### config.mk
export PLATFORM = sky130hd
export DESIGN_NAME = cordic_rr_sched
export DESIGN_NICKNAME = d
export VERILOG_FILES = /design/src/rtl/cordic_rr_sched.sv
export SDC_FILE = /design/constraint.sdc
export NUM_CORES = 1
export LEC_CHECK = 0
export CORE_ASPECT_RATIO = 0.9
export CORE_MARGIN = 2
export CORE_UTILIZATION = 39
export CTS_CLUSTER_SIZE = 12
export DETAILED_ROUTE_END_ITERATION = 10
export DONT_BUFFER_PORTS = 1
export SLEW_MARGIN = 40
export SYNTH_ARGS = -nofsm -noshare
export SYNTH_HDL_FRONTEND = slang
export SYNTH_SLANG_ARGS = --single-unit
### constraint.sdc
create_clock -name clk -period 5 [get_ports clk]
set_input_delay 1 -clock clk [delete_from_list [all_inputs] [get_ports clk]]
set_output_delay 1 -clock clk [all_outputs]
set_load 0.1 [all_outputs]
### src/rtl/cordic_rr_sched.sv
// rtl/cordic_rr_sched.sv - round-robin scheduler sharing one external sin/cos CORDIC pipeline
module cordic_rr_sched #(
    parameter int N_REQ    = 4,
    parameter int ID_W     = 2,
    parameter int PIPE_LAT = 18
) (
    input  logic                 clk,
    input  logic                 rst_n,
    input  logic                 en,
    input  logic [N_REQ-1:0]     req_vld,
    input  logic [9*N_REQ-1:0]   req_angle,
    output logic [N_REQ-1:0]     req_rdy,
    output logic [8:0]           cordic_angle,
    output logic                 cordic_vld,
    input  logic [31:0]          cordic_sin,
    input  logic [31:0]          cordic_cos,
    output logic                 rsp_vld,
    output logic [ID_W-1:0]      rsp_id,
    output logic [31:0]          rsp_sin,
    output logic [31:0]          rsp_cos,
    output logic                 idle
);

    logic [ID_W-1:0] ptr;
    logic [ID_W-1:0] gnt_idx;
    logic            gnt;
    logic [ID_W:0]   cand;

    logic [8:0]      sel_angle;
    logic [8:0]      red_angle;
    logic [8:0]      fold_angle;
    logic [1:0]      quad;

    // Tag stage 0 is the issue register; stage PIPE_LAT lines up with the datapath result.
    logic [PIPE_LAT:0] tag_vld;
    logic [ID_W-1:0]   tag_id [0:PIPE_LAT];
    logic [1:0]        tag_q  [0:PIPE_LAT];

    // Cyclic search from ptr: walk candidates from farthest to nearest so the nearest wins.
    always_comb begin
        gnt     = 1'b0;
        gnt_idx = '0;
        cand    = '0;
        for (int k = N_REQ - 1; k >= 0; k--) begin
            cand = {1'b0, ptr} + (ID_W+1)'(k);
            if (cand >= (ID_W+1)'(N_REQ)) begin
                cand = cand - (ID_W+1)'(N_REQ);
            end
            if (req_vld[cand[ID_W-1:0]]) begin
                gnt     = 1'b1;
                gnt_idx = cand[ID_W-1:0];
            end
        end
        // No grants while reset is held, regardless of en.
        gnt = gnt & en & rst_n;
    end

    // One-hot accept for the winning requester.
    always_comb begin
        req_rdy = '0;
        if (gnt) begin
            req_rdy[gnt_idx] = 1'b1;
        end
    end

    // Select the winner's angle, reduce mod 360 (single pass suffices for 0..511) and fold to 0..90.
    always_comb begin
        sel_angle = '0;
        for (int i = 0; i < N_REQ; i++) begin
            if (gnt_idx == ID_W'(i)) begin
                sel_angle = req_angle[9*i +: 9];
            end
        end
        red_angle = (sel_angle >= 9'd360) ? (sel_angle - 9'd360) : sel_angle;
        if (red_angle <= 9'd90) begin
            fold_angle = red_angle;
            quad       = 2'd0;
        end else if (red_angle <= 9'd180) begin
            fold_angle = 9'd180 - red_angle;
            quad       = 2'd1;
        end else if (red_angle <= 9'd270) begin
            fold_angle = red_angle - 9'd180;
            quad       = 2'd2;
        end else begin
            fold_angle = 9'd360 - red_angle;
            quad       = 2'd3;
        end
    end

    // Round-robin pointer moves just past the last granted requester.
    always_ff @(posedge clk or negedge rst_n) begin
        if (!rst_n) begin
            ptr <= '0;
        end else if (gnt) begin
            ptr <= (gnt_idx == ID_W'(N_REQ - 1)) ? '0 : gnt_idx + 1'b1;
        end
    end

    // Issue register plus tag shift line tracking each in-flight op.
    always_ff @(posedge clk or negedge rst_n) begin
        if (!rst_n) begin
            cordic_angle <= '0;
            cordic_vld   <= 1'b0;
            tag_vld      <= '0;
            for (int i = 0; i <= PIPE_LAT; i++) begin
                tag_id[i] <= '0;
                tag_q[i]  <= '0;
            end
        end else begin
            cordic_vld <= gnt;
            tag_vld[0] <= gnt;
            if (gnt) begin
                cordic_angle <= fold_angle;
                tag_id[0]    <= gnt_idx;
                tag_q[0]     <= quad;
            end
            for (int i = 1; i <= PIPE_LAT; i++) begin
                tag_vld[i] <= tag_vld[i-1];
                tag_id[i]  <= tag_id[i-1];
                tag_q[i]   <= tag_q[i-1];
            end
        end
    end

    // Sign-correct the returning result by quadrant; outputs hold between responses.
    always_ff @(posedge clk or negedge rst_n) begin
        if (!rst_n) begin
            rsp_vld <= 1'b0;
            rsp_id  <= '0;
            rsp_sin <= '0;
            rsp_cos <= '0;
        end else begin
            rsp_vld <= tag_vld[PIPE_LAT];
            if (tag_vld[PIPE_LAT]) begin
                rsp_id  <= tag_id[PIPE_LAT];
                rsp_sin <= tag_q[PIPE_LAT][1] ? (~cordic_sin + 32'd1) : cordic_sin;
                rsp_cos <= (^tag_q[PIPE_LAT]) ? (~cordic_cos + 32'd1) : cordic_cos;
            end
        end
    end

    assign idle = ~cordic_vld & ~(|tag_vld);

endmodule

==> results of run 1 <==
[cells in the mapped netlist (6+ instances only)]
cell / n
clkbuf_1: 15
xor2_1: 40
a21oi_1: 83
a211oi_1: 9
nand3_1: 8
and2_1: 7
nor4_1: 10
o21ai_0: 24
mux2i_1: 7
ha_1: 10
mux2_2: 13
o211ai_1: 8
nand2b_1: 8
o31ai_1: 14
dfrtp_1: 173
inv_1: 16
o21ai_1: 6
nor2_1: 83
xnor2_1: 23
nand2_1: 67
nor3_1: 11
a31oi_1: 7
[cell families (layout without fill, tap and decap cells)]
logic type | after synthesis | count (layout) | synth area share, %
adder cells (fa/ha/maj) | 10 | 10 | 1.59
flip-flops | 173 | 173 | 54.9
multiplexers | 21 | 21 | 2.89
AO/OA/AOI/OAI | 199 | 199 | 16.2
buffers and inverters | 47 | 81 | 2.98
AND/OR/NAND/NOR | 235 | 235 | 14.5
XOR/XNOR | 63 | 63 | 6.99
[path summary, 6_finish.rpt]
check,startpoint,endpoint,slack [ps]
setup / recovery,req_vld[0],cordic_angle[4]$_DFFE_PN0P_,310
hold / removal,rst_n,rsp_cos[12]$_DFFE_PN0P_,280
setup reg to reg,ptr[0]$_DFFE_PN0P_,cordic_angle[4]$_DFFE_PN0P_,540
hold reg to reg,tag_q[3]$_DFF_PN0_,tag_q[1]$_DFF_PN0_,340
max in group asynchronous,rst_n,rsp_sin[31]$_DFFE_PN0P_,4490
min in group clk,tag_q[3]$_DFF_PN0_,tag_q[1]$_DFF_PN0_,340
[stage by stage]
| stage | setup TNS (ps) | util [%] | area (µm²) | hold slack (ps) |
|---|---|---|---|---|
| 2_1_floorplan | 0 | - | 7900 | 331 |
| 3_3_place_gp | 0 | 41.7 | 8300 | 333 |
| 3_5_place_dp | -50.2 | 42.0 | 8370 | 335 |
| 4_1_cts | 0 | 44.9 | 8940 | 246 |
| 5_1_grt | 0 | 45.0 | 8970 | 241 |
| 6_report | 0 | 45.0 | 8970 | 275 |
[layout make-up]
type	count	share of cell area, %
clock buffers	20	5.09
clock inverters	12	1.25
inverters	19	0.795
multi-input cells	528	37.5
flip-flops and latches	173	49.3
well taps	255	3.55
repair buffers	30	2.55
[worst reg2reg max path: cells and delay by family (launching register included)]
kind / cells / cell delay (ps)
AO/OA/AOI/OAI: 11 / 2560
adder cells (fa/ha/maj): 2 / 440
buffers and inverters: 3 / 370
flip-flops: 1 / 380
AND/OR/NAND/NOR: 4 / 590
[repair_timing]
action / CTS / global route
endpoints found under the setup margin: 0 / 3
hold buffers: 0 / 0
resized for setup: 0 / 1
[sequential cells by signal, summed over array words and instances, names as in the netlist]
signal        count
rsp_vld           1
tag_vld          19
rsp_id            2
cordic_angle      9
ptr               2
tag_id           38
rsp_sin          32
rsp_cos          32
tag_q            38
[routing by layer]
metal | routed length [µm] | part of all wire, %
met1 | 8030 | 47
met2 | 7490 | 43
met3 | 1540 | 9.0
met4 | 174 | 1.0
met5 | 0 | 0
==> impl_metrics.ini, run 1 <==
[status]
status = finished, final reports clean

[critical_path]
slowest_stage = a222oi_1
crit_path_end_kind = flop
crit_chain = inv_1 -> nor2_1 -> a21oi_1 -> o21ai_0 -> a21oi_1 -> inv_1 -> ha_1 -> nor2_2 -> o211ai_1 -> a222oi_1 -> a2111oi_1 -> buf_4 -> nor3_2 -> inv_2 -> ha_1 -> nand2_1 -> a31oi_1 -> o21ba_1 -> o22a_1 -> o31a_1 -> o31ai_1
path_class = in2reg
path_buf_inv = 4
crit_fanout = 9
cp-start-kind = input port
rr_worst_depth = 20
cp.arrival_ps = 5000
required_ps = 5310
max_stage_delay_ps = 550
cp_top_family = compound AO/OA/AOI/OAI gates
cp.depth = 21

[detailed_routing]
avgRoutedWirePerCell_um = 16.6
antenna_left = 0
routed_wl_um = 17200
drc = 0
dr.pass1.iters = 4
routed_via_density = 5.35
vias = 5549
first_iter_violations = 355

[die]
ios = 189
rows = 49
die_h_um = 139
start_util_pct = 39.6
die_w_um = 154
coreArea_um2 = 19900
die_area_um2 = 21400

[final_layout]
final_common_cell = dfrtp_1
n_antenna_cell = 0
drive_gt1_share_pct = 22.9
stdcell_count = 1037
layout_common_cells = dfrtp_1 (102), a21oi_1 (83), nor2_1 (82), dfrtp_2 (70), nand2_1 (67)
num-nets-final = 886
synthToLayoutAreaGrowth_pct = 13.7
multi_input_area_um2 = 3370
ff_latch_area_um2 = 4420
fillerInstances = 1884

[global_route]
grt_max_degree = 175
track_usage_pct = 16.5
use_met3_pct = 6.50
gr-total-overflow = 0
antenna_found_initial = 0
grt_busiest_layer = met2
grt_pass1_vias = 5421
met1_usage_pct = 22.6
grt_pass1_wl_um = 28500
use_met2_pct = 24.6

[cts]
cts_sinks = 173
cts_inserted_buffers = 17
clock-root-buffer = clkbuf_16
cts_setup_buffers = 0
clock_path_buffers = 2
worst_skew_pair.late_latency_ps = 410
htreeDepth = 4
cts.clk_slew.worst_paths_ps = 70
cts_tree = built

[placement]
routabilityCongestion = 0.887
dp.cells = 1005
port_buffers = 0
dpl_worst_slack_ps = -50.2
hpwl_um = 12500

[synth]
synth_area_um2 = 7890
synth_edf_count = 0
seq_area_frac_synth_pct = 54.9
syn_area_per_cell_um2 = 10.6
yosysWarnings = 0
ys_types = 69
synth.ff_latch_count = 173
synth_nets = 865
synth_ff_type = dfrtp_1
async_reset_ff_share_pct = 100
synthCells = 748
synth_top_area_cell = dfrtp_1
synth_top_area_share_pct = 54.9
synth_area_leaders = dfrtp_1 (55%), a21oi_1 (5.3%), xor2_1 (4.4%)

[sta]
setup_ws_ps = 312
relSlewSlack_pct = 40.6
final.period_utilization_pct = 93.8
setup_violations = 0
tightest_slew_ps = 891
hold_violations = 0
period_minus_slack_ps = 4690
rsz0062_at_grt = false
report.final.slew_viol_count = 0
fmax_mhz = 213
skew_ps = 9.46

[flow_run]
max-cap-violations = 0

[worst_hold_path]
worstHoldPathType = in2async
Power of run 1 is not shown: default switching activity piles up to over one toggle a cycle in this logic, so the estimate is an artifact.
==> run 2: changes to the inputs <==
--- a/config.mk
+++ b/config.mk
@@ -5,7 +5,6 @@
 export SDC_FILE = /design/constraint.sdc
 export NUM_CORES = 1
 export LEC_CHECK = 0
-export CORE_ASPECT_RATIO = 0.9
 export CORE_MARGIN = 2
 export CORE_UTILIZATION = 39
 export CTS_CLUSTER_SIZE = 12
==> impl_metrics.ini, run 2 (synthesis gave the netlist of run 1 again) <==
[die]
rows = 52
start_util_pct = 39.4
ios = 189
die_w_um = 146
die_h_um = 146
coreArea_um2 = 20000
die_area_um2 = 21400

[sta]
final.period_utilization_pct = 90.3
skew_ps = 11.8
setup_tns_ps = 0
tightest_slew_ps = 895
rsz0062_at_grt = false
report.final.slew_viol_count = 0
relSlewSlack_pct = 40.4
setup_violations = 0
hold_violations = 0
fmax_mhz = 222
period_minus_slack_ps = 4510

[cts]
cts_inserted_buffers = 17
cts_sinks = 173
cts.clk_slew.worst_paths_ps = 70
clock_path_buffers = 2
clock-root-buffer = clkbuf_16
cts_setup_buffers = 0
htreeDepth = 4
worst_skew_pair.late_latency_ps = 420
cts_tree = built

[global_route]
track_usage_pct = 16.5
antenna_found_initial = 0
use_met2_pct = 25.5
met1_usage_pct = 21.2
grt_busiest_layer = met2
grt_pass1_vias = 5600
grt_pass1_wl_um = 28700
use_met3_pct = 6.25
gr-total-overflow = 0
grt_max_degree = 175

[detailed_routing]
avgRoutedWirePerCell_um = 16.2
vias = 5567
routed_wl_um = 17000
routed_via_density = 5.28
dr.pass1.iters = 4
first_iter_violations = 267
antenna_left = 0
drc = 0

[final_layout]
multi_input_area_um2 = 3370
drive_gt1_share_pct = 22.9
final_common_cell = dfrtp_1
num-nets-final = 889
largestRegisters = tag_id (38), tag_q (38)
fillerInstances = 1913
layout_common_cells = dfrtp_1 (103), a21oi_1 (83), nor2_1 (82), dfrtp_2 (69), nand2_1 (67)
n_antenna_cell = 0
ff_latch_area_um2 = 4420
synthToLayoutAreaGrowth_pct = 14.6

[critical_path]
crit_path_end_kind = flop
max_stage_delay_ps = 420
cp-start-kind = input port
rr_worst_depth = 19
crit_fanout = 6
cp.arrival_ps = 4850
slowest_stage = o311ai_1
crit_chain = inv_1 -> nor2_1 -> a21oi_1 -> o21ai_0 -> a21oi_1 -> ha_1 -> nand2b_1 -> o22a_1 -> and2_1 -> inv_2 -> ha_1 -> inv_1 -> nand3_1 -> a211o_1 -> o211a_2 -> o311ai_1 -> and2_1 -> mux2i_1 -> mux2_1 -> o21ai_1
path_class = in2reg
required_ps = 5340

[placement]
hpwl_um = 11900
routabilityCongestion = 0.880
port_buffers = 0

[status]
status = finished, final reports clean

[worst_hold_path]
worstHoldPathType = in2async

[flow_run]
max-cap-violations = 0
[run 2: final cells by class]
type / count / area share (%)
sequential: 173 / 48.9
tap: 270 / 3.74
inverter: 19 / 0.789
timing repair buffer: 33 / 2.74
clock buffer: 19 / 4.90
multi-input combinational: 528 / 37.3
clock inverter: 13 / 1.70
[run 2: per-layer routing]
layer / wire length [µm] / part of all wire [%] / vias up
met3: 1780 / 10 / 23
met4: 321 / 1.9 / 0
met5: 0 / 0 / -
met1: 7360 / 43 / 2612
met2: 7580 / 44 / 241
li1: - / - / 2691
[run 2: path summary, 6_finish.rpt]
| check | to | slack, ps | startpoint |
|---|---|---|---|
| setup / recovery | cordic_angle[6]$_DFFE_PN0P_ | 490 | req_vld[0] |
| hold / removal | rsp_cos[12]$_DFFE_PN0P_ | 270 | rst_n |
| setup reg to reg | cordic_angle[6]$_DFFE_PN0P_ | 710 | ptr[0]$_DFFE_PN0P_ |
| hold reg to reg | tag_id[23]$_DFF_PN0_ | 350 | tag_id[25]$_DFF_PN0_ |
| max in group asynchronous | rsp_cos[24]$_DFFE_PN0P_ | 4410 | rst_n |
| min in group clk | tag_id[23]$_DFF_PN0_ | 350 | tag_id[25]$_DFF_PN0_ |
[run 2: through the flow]
step                hold WS (ps)  util, %  setup WS (ps)  cell area [µm²]  cells
floorplan                    331        -            204             7900    748
global placement             332     41.6            181             8340   1022
detailed placement           335     41.9           29.2             8390   1022
CTS                          237     44.9            468             8990   1054
global route                 228     45.1           52.9             9040   1055
finish                       265     45.1            487             9040   1055
[run 2: what timing repair did]
item,in CTS,in global routing
gates resized for setup,0,2
endpoints found under the setup margin,0,2
hold buffers,0,0
endpoints found under the hold margin,0,0
[run 2: worst max-delay path, delay by kind of cell]
kind                     cells  cell delay, ps
AO/OA/AOI/OAI                8            1680
adder cells (fa/ha/maj)      2             570
AND/OR/NAND/NOR              5             800
buffers and inverters        3             220
multiplexers                 2             560
Power of run 2 is left out for the same reason.
==> run 3: changes to the inputs <==
--- a/config.mk
+++ b/config.mk
@@ -5,6 +5,7 @@
 export SDC_FILE = /design/constraint.sdc
 export NUM_CORES = 1
 export LEC_CHECK = 0
+export CORE_ASPECT_RATIO = 0.75
 export CORE_MARGIN = 2
 export CORE_UTILIZATION = 39
 export CTS_CLUSTER_SIZE = 12
==> impl_metrics.ini, run 3 (synthesis gave the netlist of run 1 again) <==
[global_route]
grt_max_degree = 175
track_usage_pct = 16.4
gr-total-overflow = 0
grt_pass1_vias = 5344
grt_pass1_wl_um = 28100
antenna_found_initial = 0

[final_layout]
layout_common_cells = dfrtp_1 (103), a21oi_1 (83), nor2_1 (82), dfrtp_2 (69), nand2_1 (67)
n_antenna_cell = 0
fin_util_pct = 44.7
largestRegisters = tag_id (38), tag_q (38)
fillerInstances = 1873
final_common_cell = dfrtp_1
synthToLayoutAreaGrowth_pct = 13.5
drive_gt1_share_pct = 22.7
num-nets-final = 885

[die]
ios = 189
die_w_um = 168
rows = 45
die_h_um = 127
die_area_um2 = 21400
coreArea_um2 = 20000
start_util_pct = 39.4

[flow_run]
max-cap-violations = 0

[critical_path]
r2r_start = ptr[0]$_DFFE_PN0P_
cp-start-kind = input port
crit_start = req_vld[0]
crit_fanout = 11
required_ps = 5320
crit_path_end_kind = flop
cp.arrival_ps = 4940
path_class = in2reg

[cts]
clock-root-buffer = clkbuf_16
cts_inserted_buffers = 17
worst_skew_pair.late_latency_ps = 420
clock_path_buffers = 2
cts_tree = built
cts_sinks = 173
cts_hold_buffers = 0
cts.clk_slew.worst_paths_ps = 80
htreeDepth = 4
cts_setup_buffers = 0

[placement]
routabilityCongestion = 0.886
hpwl_um = 12300
port_buffers = 0

[detailed_routing]
routed_via_density = 5.34
antenna_left = 0
first_iter_violations = 397
drc = 0
avgRoutedWirePerCell_um = 16.5
vias = 5546
routed_wl_um = 17100
dr.pass1.iters = 5

[sta]
fmax_mhz = 216
tightest_slew_ps = 892
skew_ps = 9.32
hold_violations = 0
final.period_utilization_pct = 92.4
rsz0062_at_grt = false
setup_violations = 0
period_minus_slack_ps = 4620
report.final.slew_viol_count = 0
relSlewSlack_pct = 40.5

[worst_hold_path]
worstHoldPathType = in2async

[status]
status = finished, final reports clean
==> run 3: critical path, stage by stage <==
cell and delay, ps:
inv_1 30, nor2_1 120, nor2_1 60, o22ai_1 290, inv_1 110, ha_1 220, buf_4 180, nor2_2 260
o211ai_1 170, and2_1 200, inv_2 60, ha_1 180, inv_1 90, a2111oi_1 400, buf_4 190, nor4b_2 50
o311ai_1 430, nand2_1 190, o22a_1 220, o31a_1 280, o31ai_1 210
==> run 3: final cells by class <==
type	instances	area, µm²	area share, %
clock buffer	18	429	4.79
clock inverter	14	113	1.26
inverter	19	71.3	0.796
multi-input combinational	528	3370	37.6
sequential	173	4420	49.4
tap	258	323	3.60
timing repair buffer	29	234	2.61
==> run 3: per-layer routing <==
layer | track usage [%] | wire [µm] | vias to the layer above | part of all wire, %
met5 | 0 | 0 | - | 0
met4 | 4.31 | 215 | 0 | 1.3
met3 | 6.07 | 1810 | 15 | 11
met2 | 22.7 | 6870 | 225 | 40
met1 | 24.0 | 8230 | 2613 | 48
li1 | - | - | 2693 | -
==> run 3: path summary, 6_finish.rpt <==
check	slack, ps	endpoint	cells past startpoint
max in group asynchronous	4460	rsp_sin[5]$_DFFE_PN0P_	0
min reg2reg	340	tag_q[0]$_DFF_PN0_	0
max reg2reg	540	cordic_angle[4]$_DFFE_PN0P_	20
min in group clk	340	tag_q[0]$_DFF_PN0_	0
max	380	cordic_angle[4]$_DFFE_PN0P_	21
min	270	rsp_sin[19]$_DFFE_PN0P_	0
==> run 3: what timing repair did <==
action                                  in CTS  in global routing
endpoints found under the hold margin        0                  0
endpoints found under the setup margin       0                  3
gates resized for setup                      0                  2
==> run 3: per-stage QoR <==
step / TNS (ps) / instances / instance area [µm²] / setup slack (ps) / hold slack (ps)
CTS: 0 / 1039 / 8930 / 420 / 248
detailed placement: -99.1 / 1007 / 8380 / -62.4 / 335
finish: 0 / 1039 / 8950 / 379 / 268
global route: 0 / 1039 / 8950 / 3.27 / 244
floorplan: 0 / 748 / 7900 / 204 / 331
global placement: 0 / 1005 / 8280 / 62.2 / 331
Power of run 3 is left out for the same reason.
